## config.mk

```make
export PLATFORM = sky130hd
export DESIGN_NAME = bridge_arbiter
export DESIGN_NICKNAME = d
export VERILOG_FILES = /design/src/rtl/bridge_arbiter_pkg.sv /design/src/rtl/rr_arbiter2.sv /design/src/rtl/bridge_arbiter.sv
export SDC_FILE = /design/constraint.sdc
export NUM_CORES = 1
export LEC_CHECK = 0
export ABC_AREA = 1
export CAP_MARGIN = 20
export CORE_MARGIN = 4
export CORE_UTILIZATION = 31
export CTS_CLUSTER_SIZE = 12
export DETAILED_ROUTE_END_ITERATION = 7
export PLACE_DENSITY_LB_ADDON = 0.15
export SLEW_MARGIN = 20
export SYNTH_ARGS = -nofsm -noshare
export SYNTH_HDL_FRONTEND = slang
export SYNTH_SLANG_ARGS = --single-unit
export TNS_END_PERCENT = 30
```

## constraint.sdc

```tcl
create_clock -name PClk -period 7.7 [get_ports PClk]
set_input_delay 1.54 -clock PClk [delete_from_list [all_inputs] [get_ports PClk]]
set_output_delay 1.54 -clock PClk [all_outputs]
set_load 0.02 [all_outputs]
```

## src/rtl/bridge_arbiter_pkg.sv

```systemverilog
// bridge_arbiter_pkg: shared FSM encoding, command/ID constants and defaults for bridge_arbiter
package bridge_arbiter_pkg;
  typedef enum logic [1:0] {IDLE, ISSUE, WAIT, RESP} state_t;
  localparam logic RW_R = 1'b0;
  localparam logic RW_W = 1'b1;
  localparam logic M0_ID = 1'b0;
  localparam logic M1_ID = 1'b1;
  localparam int TIMEOUT_DEF = 15;
endpackage

```

## src/rtl/rr_arbiter2.sv

```systemverilog
// rr_arbiter2: two-way grant, fixed M0 priority or round-robin on a last-grant pointer
// Ports: PClk/Reset clock and async reset; req0/req1 requests; update commits the grant; gnt winning master ID.
module rr_arbiter2 import bridge_arbiter_pkg::*; #(
  parameter int FIXED_PRI = 0
) (
  input  logic PClk,
  input  logic Reset,
  input  logic req0,
  input  logic req1,
  input  logic update,
  output logic gnt
);
  logic last;
  // Reset to "M1 granted last" so the first contested grant goes to M0.
  always_ff @(posedge PClk or posedge Reset)
    if (Reset) last <= M1_ID;
    else if (update && (req0 || req1)) last <= gnt;
  assign gnt = (req0 && req1) ? ((FIXED_PRI != 0) ? M0_ID : ~last) : (req1 ? M1_ID : M0_ID);
endmodule

```

## src/rtl/bridge_arbiter.sv

```systemverilog
// bridge_arbiter: arbitrates two masters onto one bridge port, one transaction at a time, with timeout
// Ports: PClk/Reset clock and async reset; M0_*/M1_* master request and response; Pr* registered
// bridge command, PrRData/PrReady bridge response; Busy high outside IDLE.
module bridge_arbiter import bridge_arbiter_pkg::*; #(
  parameter int TIMEOUT = TIMEOUT_DEF,
  parameter int FIXED_PRI = 0
) (
  input  logic        PClk,
  input  logic        Reset,
  input  logic        M0_Req,
  input  logic        M0_RW,
  input  logic [29:0] M0_A,
  input  logic [3:0]  M0_BE,
  input  logic [31:0] M0_WData,
  output logic        M0_Ready,
  output logic [31:0] M0_RData,
  output logic        M0_Err,
  input  logic        M1_Req,
  input  logic        M1_RW,
  input  logic [29:0] M1_A,
  input  logic [3:0]  M1_BE,
  input  logic [31:0] M1_WData,
  output logic        M1_Ready,
  output logic [31:0] M1_RData,
  output logic        M1_Err,
  output logic        PrReq,
  output logic        PrRW,
  output logic [29:0] PrA,
  output logic [3:0]  PrBE,
  output logic [31:0] PrWData,
  input  logic [31:0] PrRData,
  input  logic        PrReady,
  output logic        Busy
);
  state_t state, nxt;
  logic gnt, id, err, any_req, timeout;
  logic [7:0] cnt;
  logic [31:0] rdata;
  assign any_req = M0_Req || M1_Req;
  assign timeout = cnt == 8'(TIMEOUT - 1);
  rr_arbiter2 #(.FIXED_PRI(FIXED_PRI)) u_arb (
    .PClk(PClk), .Reset(Reset), .req0(M0_Req), .req1(M1_Req), .update(state == IDLE), .gnt(gnt)
  );
  always_ff @(posedge PClk or posedge Reset)
    if (Reset) state <= IDLE;
    else state <= nxt;
  always_comb begin
    nxt = state;
    unique case (state)
      IDLE:    nxt = any_req ? ISSUE : IDLE;
      ISSUE:   nxt = WAIT;
      WAIT:    nxt = (PrReady || timeout) ? RESP : WAIT;
      default: nxt = IDLE;
    endcase
    PrReq = state == ISSUE;
    Busy = state != IDLE;
    M0_Ready = state == RESP && id == M0_ID;
    M1_Ready = state == RESP && id == M1_ID;
    M0_RData = M0_Ready ? rdata : '0;
    M1_RData = M1_Ready ? rdata : '0;
    M0_Err = M0_Ready && err;
    M1_Err = M1_Ready && err;
  end
  always_ff @(posedge PClk or posedge Reset)
    if (Reset) begin
      id <= M0_ID;
      PrRW <= RW_R;
      PrA <= '0;
      PrBE <= '0;
      PrWData <= '0;
      cnt <= '0;
      rdata <= '0;
      err <= 1'b0;
    end else if (state == IDLE && any_req) begin
      id <= gnt;
      PrRW <= gnt ? M1_RW : M0_RW;
      PrA <= gnt ? M1_A : M0_A;
      PrBE <= gnt ? M1_BE : M0_BE;
      PrWData <= gnt ? M1_WData : M0_WData;
    end else if (state == ISSUE) begin
      cnt <= '0;
    end else if (state == WAIT) begin
      if (PrReady) begin
        rdata <= (PrRW == RW_R) ? PrRData : '0;
        err <= 1'b0;
      end else if (timeout) begin
        rdata <= '0;
        err <= 1'b1;
      end else if (cnt != 8'hFF) begin
        cnt <= cnt + 8'd1;
      end
    end
endmodule

```

==> flow_summary.ini, run 1 <==
[layout]
layout-drive-gt1-share = 0.0440
final_core_util = 0.519
final_cell_area_um2 = 9070
area.growth.synth_to_final_pct = 63.0
final_nets = 1195
diodes = 0

[yosys]
synth_cell_type_count = 23
post_synth_instance_area_um2 = 5570
postSynthNetCount = 915
synth_flop_cell = dfrtp_1
synth_async_sr_flop_share = 1.00
avgSynthCellArea_um2 = 7.54
ys_seq_area_frac = 0.504
syn_inst = 738
synth.ff_latch_count = 112
post_synth_edffs = 0
yosysWarnings = 0

[clock_tree]
clock_buffer_depth = 2
tritoncts = done
cts-resized-gates = 0
cts_post_setup_buffers_inserted = 0
h-tree-depth = 3
path_clk_slew_ns = 0.07
clock_sinks = 112
cts-buffers-inserted = 9
ctsRootBufferMaster = clkbuf_16
cts_hold_buffers = 0
worstSkewPairLatency_ns = 0.35

[route]
ant_nets = 0
route.final.wire_length_mm = 19.6
drtIter0Drc = 296
drtPass1Iterations = 4
route.detailed.vias_per_inst = 4.64
route.vias.total = 5788
number_of_drc_violations_after_detailed_routing = 0
wire_per_inst_um = 15.7

[floorplanning]
boundaryPins = 308
fp.coreArea_um2 = 17500
placementRows = 48
floorplan.die_area_um2 = 20200
die_width_um = 142
die_h_um = 142
start_util = 0.319

[grt]
first_global_vias = 5605
global_route.usage.met3 = 0.0595
grt_first_pass_wirelength_mm = 30.5
groute.layer.met1.usage = 0.234
grt_busiest_layer = met2
track_usage = 0.190
global_route.overflow_total = 0
grtUsageMet2 = 0.316
grt_max_degree = 72
grt_antenna_before_repair = 0

[power]
max-vdd-ir-drop_uv = 184
power-per-cell-area_nw_per_um2 = 342
p_leak_uw = 0.00380

[worst_setup_path]
setup.worst_path.end = M0_RData[2]
worstSetupEndpointType = primary output
cp_max_fo = 34
critPathLaunch = state[1]
worst-endpoint-arrival_ns = 2.26
path_cells = ha_1 > nand2_2 > nor2_1 > clkdlybuf4s50_1
worst-setup-path-type = register to primary output
critical_path.slowest_cell = clkdlybuf4s50_1
startpoint_type = register
cp.required_ns = 6.16
critical_path.max_stage_delay_ns = 0.64
reg2reg_slack_ns = 4.95
worstReg2RegStart = state[1]
worstReg2RegEnd = PrA[1]
worst_r2r_path_depth = 9

[placed_design]
routabilityCongestion = 0.805
place_hpwl_mm = 14.1
detailed_place.area_um2 = 8760
port_buffers = 307

[timing]
timing.clock.skew_ns = 0.00548
timing.final.crit_period_ns = 3.80
report.final.slew_viol_count = 0
final_min_period_over_clock_period = 0.493
finalSetupViolations = 0
final_hold_viol_count = 0
grt_setup_unrepaired = no
tightestPinTransition_ns = 1.05
fmax_mhz = 263
maxSlewHeadroom = 0.296
timing.setup.tns_ns = 0

[hold_path]
worstHoldPathType = register to register

[job]
drv_cap = 0

[status]
status = completed
-- worst max-delay path, delay by kind of cell (launching register included) --
kind,cells,cell delay [ns]
buf+inv,1,0.64
fa+ha+maj,1,0.24
simple gates,2,0.63
flops,1,0.39
-- cells in the mapped netlist (3+ instances only) --
cell type	number	area (um^2)
a21oi_1	3	15.0
buf_2	6	30.0
buf_6	5	56.3
clkbuf_1	30	113
dfrtp_1	111	2780
ha_1	6	75.1
inv_1	51	191
nand2_1	175	657
nand3_1	14	70.1
nor2_1	155	582
o21ai_0	126	631
o21ai_1	30	150
o21ai_2	13	114
-- report_power, final --
part           internal (uW)  total (uW)  switching [uW]
registers                868        1030             163
logic                    654        1570             915
clock network            286         505             219
-- layout make-up --
class / count / area, um^2
fill: 1753 / 8400
timing repair buffer: 313 / 3120
sequential: 112 / 2800
multi-input combinational: 529 / 2360
tap: 225 / 282
clock buffer: 11 / 233
inverter: 53 / 201
clock inverter: 5 / 81.3
-- layer usage --
metal / vias up / share of wire
li1: 2888 / -
met1: 2637 / 0.41
met2: 238 / 0.47
met3: 25 / 0.093
met4: 0 / 0.024
met5: - / 0
-- state kept, by name, summed over array words and instances (netlist names) --
signal      flops
cnt             8
PrA            30
err             1
PrRW            1
PrWData        32
id              1
rdata          32
u_arb.last      1
PrBE            4
state           2
-- placed cells by master (no fill, tap or decap), drive strengths merged --
cell type | netlist | layout
dfstp | 1 | 1
inv | 53 | 53
nand3 | 15 | 15
ha | 6 | 6
bufinv | 0 | 2
o21ai | 169 | 169
clkdlybuf4s50 | 0 | 307
clkinv | 0 | 2
nand2 | 177 | 177
o21a | 1 | 1
clkinvlp | 0 | 1
o21bai | 1 | 1
a21oi | 3 | 3
clkbuf | 32 | 11
nor2 | 157 | 157
dfrtp | 111 | 111
buf | 12 | 6
-- per-stage QoR --
step | setup slack [ns] | hold WS, ns | total power (uW) | cells
after floorplan | 3.20 | 0.444 | 1910 | 738
after global placement | 3.65 | 0.459 | 2610 | 1232
after detailed placement | 3.59 | 0.468 | 2620 | 1232
after CTS | 3.57 | 0.482 | 3150 | 1248
after global routing | 3.68 | 0.486 | 3360 | 1248
final | 3.90 | 0.480 | 3110 | 1248
-- worst min path at each step --
stage / from / cells past startpoint / slack (ns) / end
floorplan: u_arb.last / 2 / 0.44 / u_arb.last
global placement: u_arb.last / 2 / 0.46 / u_arb.last
detailed placement: rdata[0] / 2 / 0.47 / rdata[0]
CTS: u_arb.last / 2 / 0.48 / u_arb.last
global route: u_arb.last / 2 / 0.49 / u_arb.last
finish: u_arb.last / 2 / 0.48 / u_arb.last
-- cells by family after synthesis --
logic type | after synthesis | synth area share
AOI/OAI and AO/OA | 174 | 0.166
DFF | 112 | 0.504
buffers and inverters | 97 | 0.0746
adders and majority gates | 6 | 0.0135
and+or+nand+nor | 349 | 0.242
Note: power is estimated with default switching activity, not from simulation.
==> run 2: changes to the inputs <==
==> constraint.sdc (replaced) <==
create_clock -name PClk -period 3.64 [get_ports PClk]
set_input_delay 0.728 -clock PClk [delete_from_list [all_inputs] [get_ports PClk]]
set_output_delay 0.728 -clock PClk [all_outputs]
set_load 0.02 [all_outputs]
==> run 2 against run 1 <==
Against the previous run:
- die area stayed put
- routed wire length is 0.66% lower
- flip-flop and latch count stayed put
- critical path type unchanged
==> flow_summary.ini, run 2 (same netlist as run 1, synthesis figures left out) <==
[hold_path]
worstHoldPathType = register to register
min_delay_path_depth = 2

[clock_tree]
cts_post_setup_buffers_inserted = 0
ctsRootBufferMaster = clkbuf_16
tritoncts = done
cts_hold_buffers = 0
clock_sinks = 112
path_clk_slew_ns = 0.07
clock_buffer_depth = 2
h-tree-depth = 3
worstSkewPairLatency_ns = 0.34
cts-resized-gates = 0
cts-buffers-inserted = 9

[timing]
tightestPinTransition_ns = 0.822
final_min_period_over_clock_period = 0.763
final_hold_viol_count = 0
fmax_mhz = 360
worst_slack_ns = 0.863
grt_setup_unrepaired = no
timing.setup.tns_ns = 0
timing.clock.skew_ns = 0.00907
report.final.slew_viol_count = 0
finalSetupViolations = 0
maxSlewHeadroom = 0.451
timing.final.crit_period_ns = 2.78
fin_worst_hold_slack_ns = 0.475

[worst_setup_path]
worstSetupPathDepth = 5
cp.required_ns = 2.91
reg2reg_slack_ns = 1.63
cp_max_fo = 34
startpoint_type = register
critPathTopFamily = buffers and inverters
worst_r2r_path_depth = 7
path_cells = ha_1 > nand2_1 > buf_4 > nor2_1 > clkdlybuf4s50_1
cp.buffers_inverters = 2
critical_path.slowest_cell = clkdlybuf4s50_1
worstSetupEndpointType = primary output
worst-endpoint-arrival_ns = 2.05
worst-setup-path-type = register to primary output
critical_path.max_stage_delay_ns = 0.56

[route]
drtPass1Iterations = 4
number_of_drc_violations_after_detailed_routing = 0
ant_nets = 0
wire_per_inst_um = 15.5
route.final.wire_length_mm = 19.5
route.vias.total = 5707
route.detailed.vias_per_inst = 4.55
drtIter0Drc = 337

[layout]
area.growth.synth_to_final_pct = 64.0
final_cell_area_um2 = 9130
final_nets = 1200
layout_common_cells = clkdlybuf4s50_1, nand2_1, nor2_1
final_core_util = 0.522
diodes = 0
mostFrequentLayoutCell = clkdlybuf4s50_1
fillerInstances = 1723
biggestRegsByFlops = PrWData (32), rdata (32), PrA (30)
layout-drive-gt1-share = 0.0467

[floorplanning]
boundaryPins = 308
fp.coreArea_um2 = 17500
die_width_um = 142
die_h_um = 142
placementRows = 48
floorplan.die_area_um2 = 20200
start_util = 0.319

[job]
drv_cap = 0

[power]
clockPowerShare = 0.149
power_switching_share = 0.419
comb_power_share = 0.517
internal_power_uw = 3780
power-per-cell-area_nw_per_um2 = 713
sequential_group_share_of_total_power = 0.333
max-vdd-ir-drop_uv = 445
total_switching_power_uw = 2730
p_leak_uw = 0.00383

[placed_design]
pre_cts_ws_ns = 1.09
place_hpwl_mm = 14.2
port_buffers = 307
routabilityCongestion = 0.803
detailed_place.area_um2 = 8840

[grt]
grt_max_degree = 68
global_route.overflow_total = 0
grt_antenna_before_repair = 0
grt_first_pass_wirelength_mm = 30.4
first_global_vias = 5565
track_usage = 0.189

[status]
status = completed
## run 2: cell count changes in the layout (fill, tap and decap cells not counted)
cell / previous run / this run
bufinv_16: 2 / 0
clkbuf_8: 0 / 3
buf_4: 6 / 7
clkinv_4: 1 / 0
clkinvlp_4: 1 / 2
inv_4: 1 / 0
nand2_2: 4 / 2
nand2_1: 173 / 175
buf_12: 0 / 4
## run 2: layer usage
| layer | track usage | routed length (um) | up-vias |
|---|---|---|---|
| li1 | - | - | 2899 |
| met1 | 0.235 | 8110 | 2555 |
| met2 | 0.312 | 9110 | 233 |
| met3 | 0.0662 | 1940 | 20 |
| met4 | 0.0551 | 307 | 0 |
| met5 | 0 | 0 | - |
## run 2: final cells by class
cell class / count / area [um^2] / area share
multi-input combinational: 529 / 2350 / 0.257
timing repair buffer: 318 / 3210 / 0.351
clock buffer: 14 / 274 / 0.0300
tap: 225 / 282 / 0.0308
inverter: 53 / 203 / 0.0222
clock inverter: 2 / 12.5 / 0.00137
sequential: 112 / 2800 / 0.307
## run 2: power by group through the flow
stage,Sequential [uW],Combinational [uW],Clock [uW]
2_1_floorplan,2590,1440,0
4_1_cts,2170,3420,1010
5_1_grt,2250,3730,1050
6_report,2170,3370,971
3_3_place_gp,2170,3400,0
3_5_place_dp,2180,3410,0
## run 2: worst register-to-register path: stages, from the launching register on
cell and delay [ns]:
dfrtp_1 0.40, inv_1 0.09, ha_1 0.17, inv_1 0.09, nor2_4 0.20, buf_4 0.51
o21ai_0 0.29, o21ai_0 0.19
## run 2: per-stage QoR
step	total power, uW	instances
after floorplan	4030	738
after detailed placement	5590	1237
after global placement	5570	1237
after global routing	7030	1253
final	6510	1253
after CTS	6600	1253
## run 2: worst paths after layout
path | from | to
worst max-delay path | state[0] | M0_RData[11]
worst min-delay path | u_arb.last | u_arb.last
worst max register to register | state[1] | PrWData[26]
worst min register to register | u_arb.last | u_arb.last
max in group asynchronous | Reset | u_arb.last
min in group asynchronous | Reset | PrWData[4]
==> RTL edit 1: new RTL, config.mk and constraints of run 2 <==
Set the package constant `TIMEOUT_DEF` to 7 (it was 15).
--- a/src/rtl/bridge_arbiter_pkg.sv
+++ b/src/rtl/bridge_arbiter_pkg.sv
@@ -6,5 +6,5 @@
   localparam logic M0_ID = 1'b0;
   localparam logic M1_ID = 1'b1;
-  localparam int TIMEOUT_DEF = 15;
+  localparam int TIMEOUT_DEF = 7;
 endpackage
 
Function: no difference found for any inputs over 4 cycles, from zero or initial values and one cycle with Reset high; that may be too few to reach the edited logic, so the function may still have changed.
==> RTL edit 1 against run 2 <==
- wire length fell by 0.80%
- via count shrank 0.26%
- setup slack got worse by 0.28 ns
- clock skew is 0.0027 ns higher
- die area down 0.27%
- design area is 0.32% lower
- total power fell by 2.7%
- largest power group unchanged
- critical path depth unchanged
- sequential cell count is the same
- clock power up 1%
- largest cell class unchanged
- first-iteration DRC count down 19%
- synthesized area is 0.29% lower
- sequential share of layout area rose by 0.097 points
==> RTL edit 1: results (changes against run 2) <==
metric	value	unit	change
top cells by count, synth	nand2_1, nor2_1, o21ai_0		unchanged
uppermost layer routed	met5		was met4
Post-DP Area	8810	um2	was 8840 um2
Clk Latency, worst-skew pair	0.36	ns	was 0.34 ns
setup slack after layout	0.585	ns	was 0.863 ns
reg2reg setup slack	1.51	ns	was 1.63 ns
met1 global-route usage	22.4	%	was 23.5%
Pleak	0.00381	uW	was 0.00383 uW
Distinct cells, synth	21		was 23
Post-Route WL	19.3	mm	was 19.5 mm
non-filler cells, final	1247		was 1,253
initial antenna violation count	2		was 0
cts bufs inserted	9		unchanged
met2 Use GR	31.6	%	was 31.2%
vias in the first global route	5600		was 5,565
routed vias	5692		was 5,707
met3 WL post-DR	2.04	mm	was 1.94 mm
synth top area cells	dfrtp_1, nand2_1, o21ai_0, nor2_1, o21ai_1		was dfrtp_1, nand2_1, o21ai_0, nor2_1, inv_1
post-route clock skew	0.0118	ns	was 0.00907 ns
All-Layer GR Usage	19.0	%	was 18.9%
outcome	finished clean		unchanged
sequential share of the synthesized area	50.5	%	was 50.4%
Least-Margin Pin Slew	0.790	ns	was 0.822 ns
WL met2	9.21	mm	was 9.11 mm
YS warnings	0		unchanged
Tightest Hold Check Type	flop to flop		unchanged
Largest regs	PrWData: 32 flops, rdata: 32 flops, PrA: 30 flops		unchanged
Synth Net Count	909		was 915
Gate Count Post-Synth	732		was 738
M3 GR Usage	7.35	%	was 6.62%
Max clock buf depth	2		unchanged
Setup WS pre-CTS	0.867	ns	was 1.09 ns
Initial DRC Count	273		was 337
share of flip-flops with an asynchronous set or reset	100	%	unchanged
peak supply drop	320	uV	was 445 uV
most common flop cell mapped by yosys	dfrtp_1		unchanged
Detail Placement HPWL	14.2	mm	about the same
first-pass GRT wire length	30.3	mm	was 30.4 mm
fraction of layout cells with a size suffix above 1	5.19	%	was 4.67%
H-tree Lvls	3		unchanged
Crit Path Max Fanout	21		was 34
final net count	1193		was 1,200
RePlAce Congestion	0.821		was 0.803
First-pass DRT Iterations	4		unchanged
arrival time at the worst endpoint	2.33	ns	was 2.05 ns
critical path endpoint	M0_RData[7]		was M0_RData[11]
WL met1	7.58	mm	was 8.11 mm
reg2reg start	state[0]$_DFF_PP0_		was state[1]$_DFF_PP0_
worst reg2reg path endpoint	PrA[14]$_DFFE_PP0P_		was PrWData[26]$_DFFE_PP0P_
-- RTL edit 1: worst min-delay path by stage --
stage	start	endpoint	slack, ns	cells after the start
floorplan	u_arb.last$_DFFE_PP1P_	u_arb.last$_DFFE_PP1P_	0.44	2
finish	u_arb.last$_DFFE_PP1P_	u_arb.last$_DFFE_PP1P_	0.47	2
CTS	u_arb.last$_DFFE_PP1P_	u_arb.last$_DFFE_PP1P_	0.47	2
global route	u_arb.last$_DFFE_PP1P_	u_arb.last$_DFFE_PP1P_	0.50	2
global placement	u_arb.last$_DFFE_PP1P_	u_arb.last$_DFFE_PP1P_	0.45	2
detailed placement	u_arb.last$_DFFE_PP1P_	u_arb.last$_DFFE_PP1P_	0.46	2
-- RTL edit 1: where the power goes --
part | total (uW) | leakage (uW) | switching, uW | internal (uW)
clock | 982 | 0.000136 | 489 | 493
sequential | 2080 | 0.00141 | 298 | 1780
combinational | 3270 | 0.00226 | 1890 | 1380
-- RTL edit 1: cells by family after synthesis --
group                    Yosys count  share of synthesized area [%]
AO/OA/AOI/OAI                    172                           16.4
flip-flops                       112                           50.5
AND/OR/NAND/NOR                  346                           24.2
adder cells (fa/ha/maj)            6                           1.35
buffers and inverters             96                           7.60
-- RTL edit 1: layout make-up --
type / instances / area, um2
timing repair buffer: 317 / 3200
clock inverter: 6 / 50.0
multi-input combinational: 524 / 2330
clock buffer: 10 / 239
inverter: 52 / 199
sequential: 112 / 2800
antenna: 1 / 2.50
tap: 225 / 282
fill: 1684 / 8310
-- RTL edit 1: critical path, cell delays in order (launching register included) --
cell and delay, ns:
dfrtp_1 0.41, ha_1 0.23, nand2_1 0.38, buf_4 0.34
nor2_1 0.07, clkdlybuf4s50_1 0.54
==> RTL edit 2: new RTL, config.mk and constraints of run 2 <==
Made on the original files. Register the output `M1_Err`, cleared by the reset; this adds one clock of latency there. The other outputs are not delayed to match.
--- a/src/rtl/bridge_arbiter.sv
+++ b/src/rtl/bridge_arbiter.sv
@@ -33,4 +33,6 @@
   output logic        Busy
 );
+
+  logic M1_Err_d;
   state_t state, nxt;
   logic gnt, id, err, any_req, timeout;
@@ -60,5 +62,5 @@
     M1_RData = M1_Ready ? rdata : '0;
     M0_Err = M0_Ready && err;
-    M1_Err = M1_Ready && err;
+    M1_Err_d = M1_Ready && err;
   end
   always_ff @(posedge PClk or posedge Reset)
@@ -91,4 +93,12 @@
       end
     end
+  always_ff @(posedge PClk or posedge Reset) begin
+    if (Reset) begin
+      M1_Err <= '0;
+    end else begin
+      M1_Err <= M1_Err_d;
+    end
+  end
+
 endmodule
 
Check against the original RTL: same outputs for any inputs over 4 cycles, from zero or initial values and one cycle with Reset high; that may be too few to reach the edited logic, so the function may still have changed.
==> RTL edit 2 against run 2 <==
- first-iteration DRC count shrank 15%
- via count grew 1.2%
- synthesized area increased by 0.45%
- total power is 10% higher
- cell count grew 1.4%
- count of clock-buffer cells in the layout increased by 5
- critical path depth did not move
- wire length rose by 1.4%
- sequential cell count rose by 1
- setup slack got worse by 0.071 ns
- critical path type unchanged
- global-route usage increased by 0.36 points
- design area is 3.3% higher
==> RTL edit 2: results (changes against run 2) <==
metric	value	unit	change
cts bufs inserted	17		was 9
sequential share of the synthesized area	50.6	%	was 50.4%
Detail Placement HPWL	14.5	mm	was 14.2 mm
Fmax	0.351	GHz	was 0.360 GHz
routed vias	5774		was 5,707
post-route clock skew	0.00677	ns	was 0.00907 ns
RePlAce Congestion	0.788		was 0.803
Filler cells	1748		was 1,723
Synth Net Count	916		was 915
P_sw	2880	uW	was 2730 uW
critical path endpoint	M0_RData[28]		was M0_RData[11]
arrival time at the worst endpoint	2.12	ns	was 2.05 ns
worst reg2reg path endpoint	rdata[5]$_DFFE_PP0P_		was PrWData[26]$_DFFE_PP0P_
clk slew on worst S/H paths	0.05	ns	was 0.07 ns
vias in the first global route	5739		was 5,565
Initial DRC Count	287		was 337
outcome	finished clean		unchanged
first-pass GRT wire length	30.7	mm	was 30.4 mm
All-Layer GR Usage	19.3	%	was 18.9%
Slew Limit Headroom	47.6	%	was 45.1%
Setup WS pre-CTS	0.895	ns	was 1.09 ns
synth top area cells	dfrtp_1, nand2_1, o21ai_0, nor2_1, inv_1		unchanged
peak supply drop	394	uV	was 445 uV
Worst R2R Path Depth	9		was 7
H-tree Lvls	4		was 3
RTL edit 2: power by group through the flow:
| stage | Combinational, uW | Sequential [uW] | Clock (uW) |
|---|---|---|---|
| after floorplan | 1440 | 2600 | 0 |
| after global placement | 3380 | 2200 | 0 |
| after detailed placement | 3400 | 2210 | 0 |
| after CTS | 3410 | 2210 | 1680 |
| after global routing | 3710 | 2280 | 1740 |
| final | 3340 | 2200 | 1640 |
RTL edit 2: worst max-delay path, delay by kind of cell (launching register included):
kind                       cells  cell delay [ns]
and+or+nand+nor                2             0.19
buffers and inverters          2             0.89
DFF                            1             0.40
adders and majority gates      1             0.23
RTL edit 2: per-layer routing:
metal / vias up / global-route usage [%] / wire [um]
li1: 2926 / - / -
met1: 2598 / 22.4 / 7900
met2: 235 / 32.7 / 9520
met3: 15 / 8.20 / 2120
met4: 0 / 5.50 / 215
met5: - / 0 / 0
RTL edit 2: layout make-up:
cell class | instances | area, um2 | share of cell area (%)
clock buffer | 19 | 453 | 4.80
multi-input combinational | 529 | 2350 | 24.9
inverter | 53 | 203 | 2.15
timing repair buffer | 318 | 3180 | 33.7
clock inverter | 13 | 138 | 1.46
tap | 225 | 282 | 2.98
sequential | 113 | 2830 | 30.0
RTL edit 2: kinds of logic after synthesis:
kind of cell	share of synthesized area, %
buffers and inverters	7.43
AO/OA/AOI/OAI	16.5
adder cells (fa/ha/maj)	1.34
AND/OR/NAND/NOR	24.1
flip-flops	50.6
RTL edit 2: through the flow:
step           power (uW)  cells  hold WS, ns  utilization, %
4_1_cts              7300   1270        0.483            54.0
6_report             7180   1270        0.483            54.0
5_1_grt              7730   1270        0.494            54.0
3_3_place_gp         5570   1238        0.465            50.6
2_1_floorplan        4040    739        0.444               -
3_5_place_dp         5610   1238        0.469            50.6
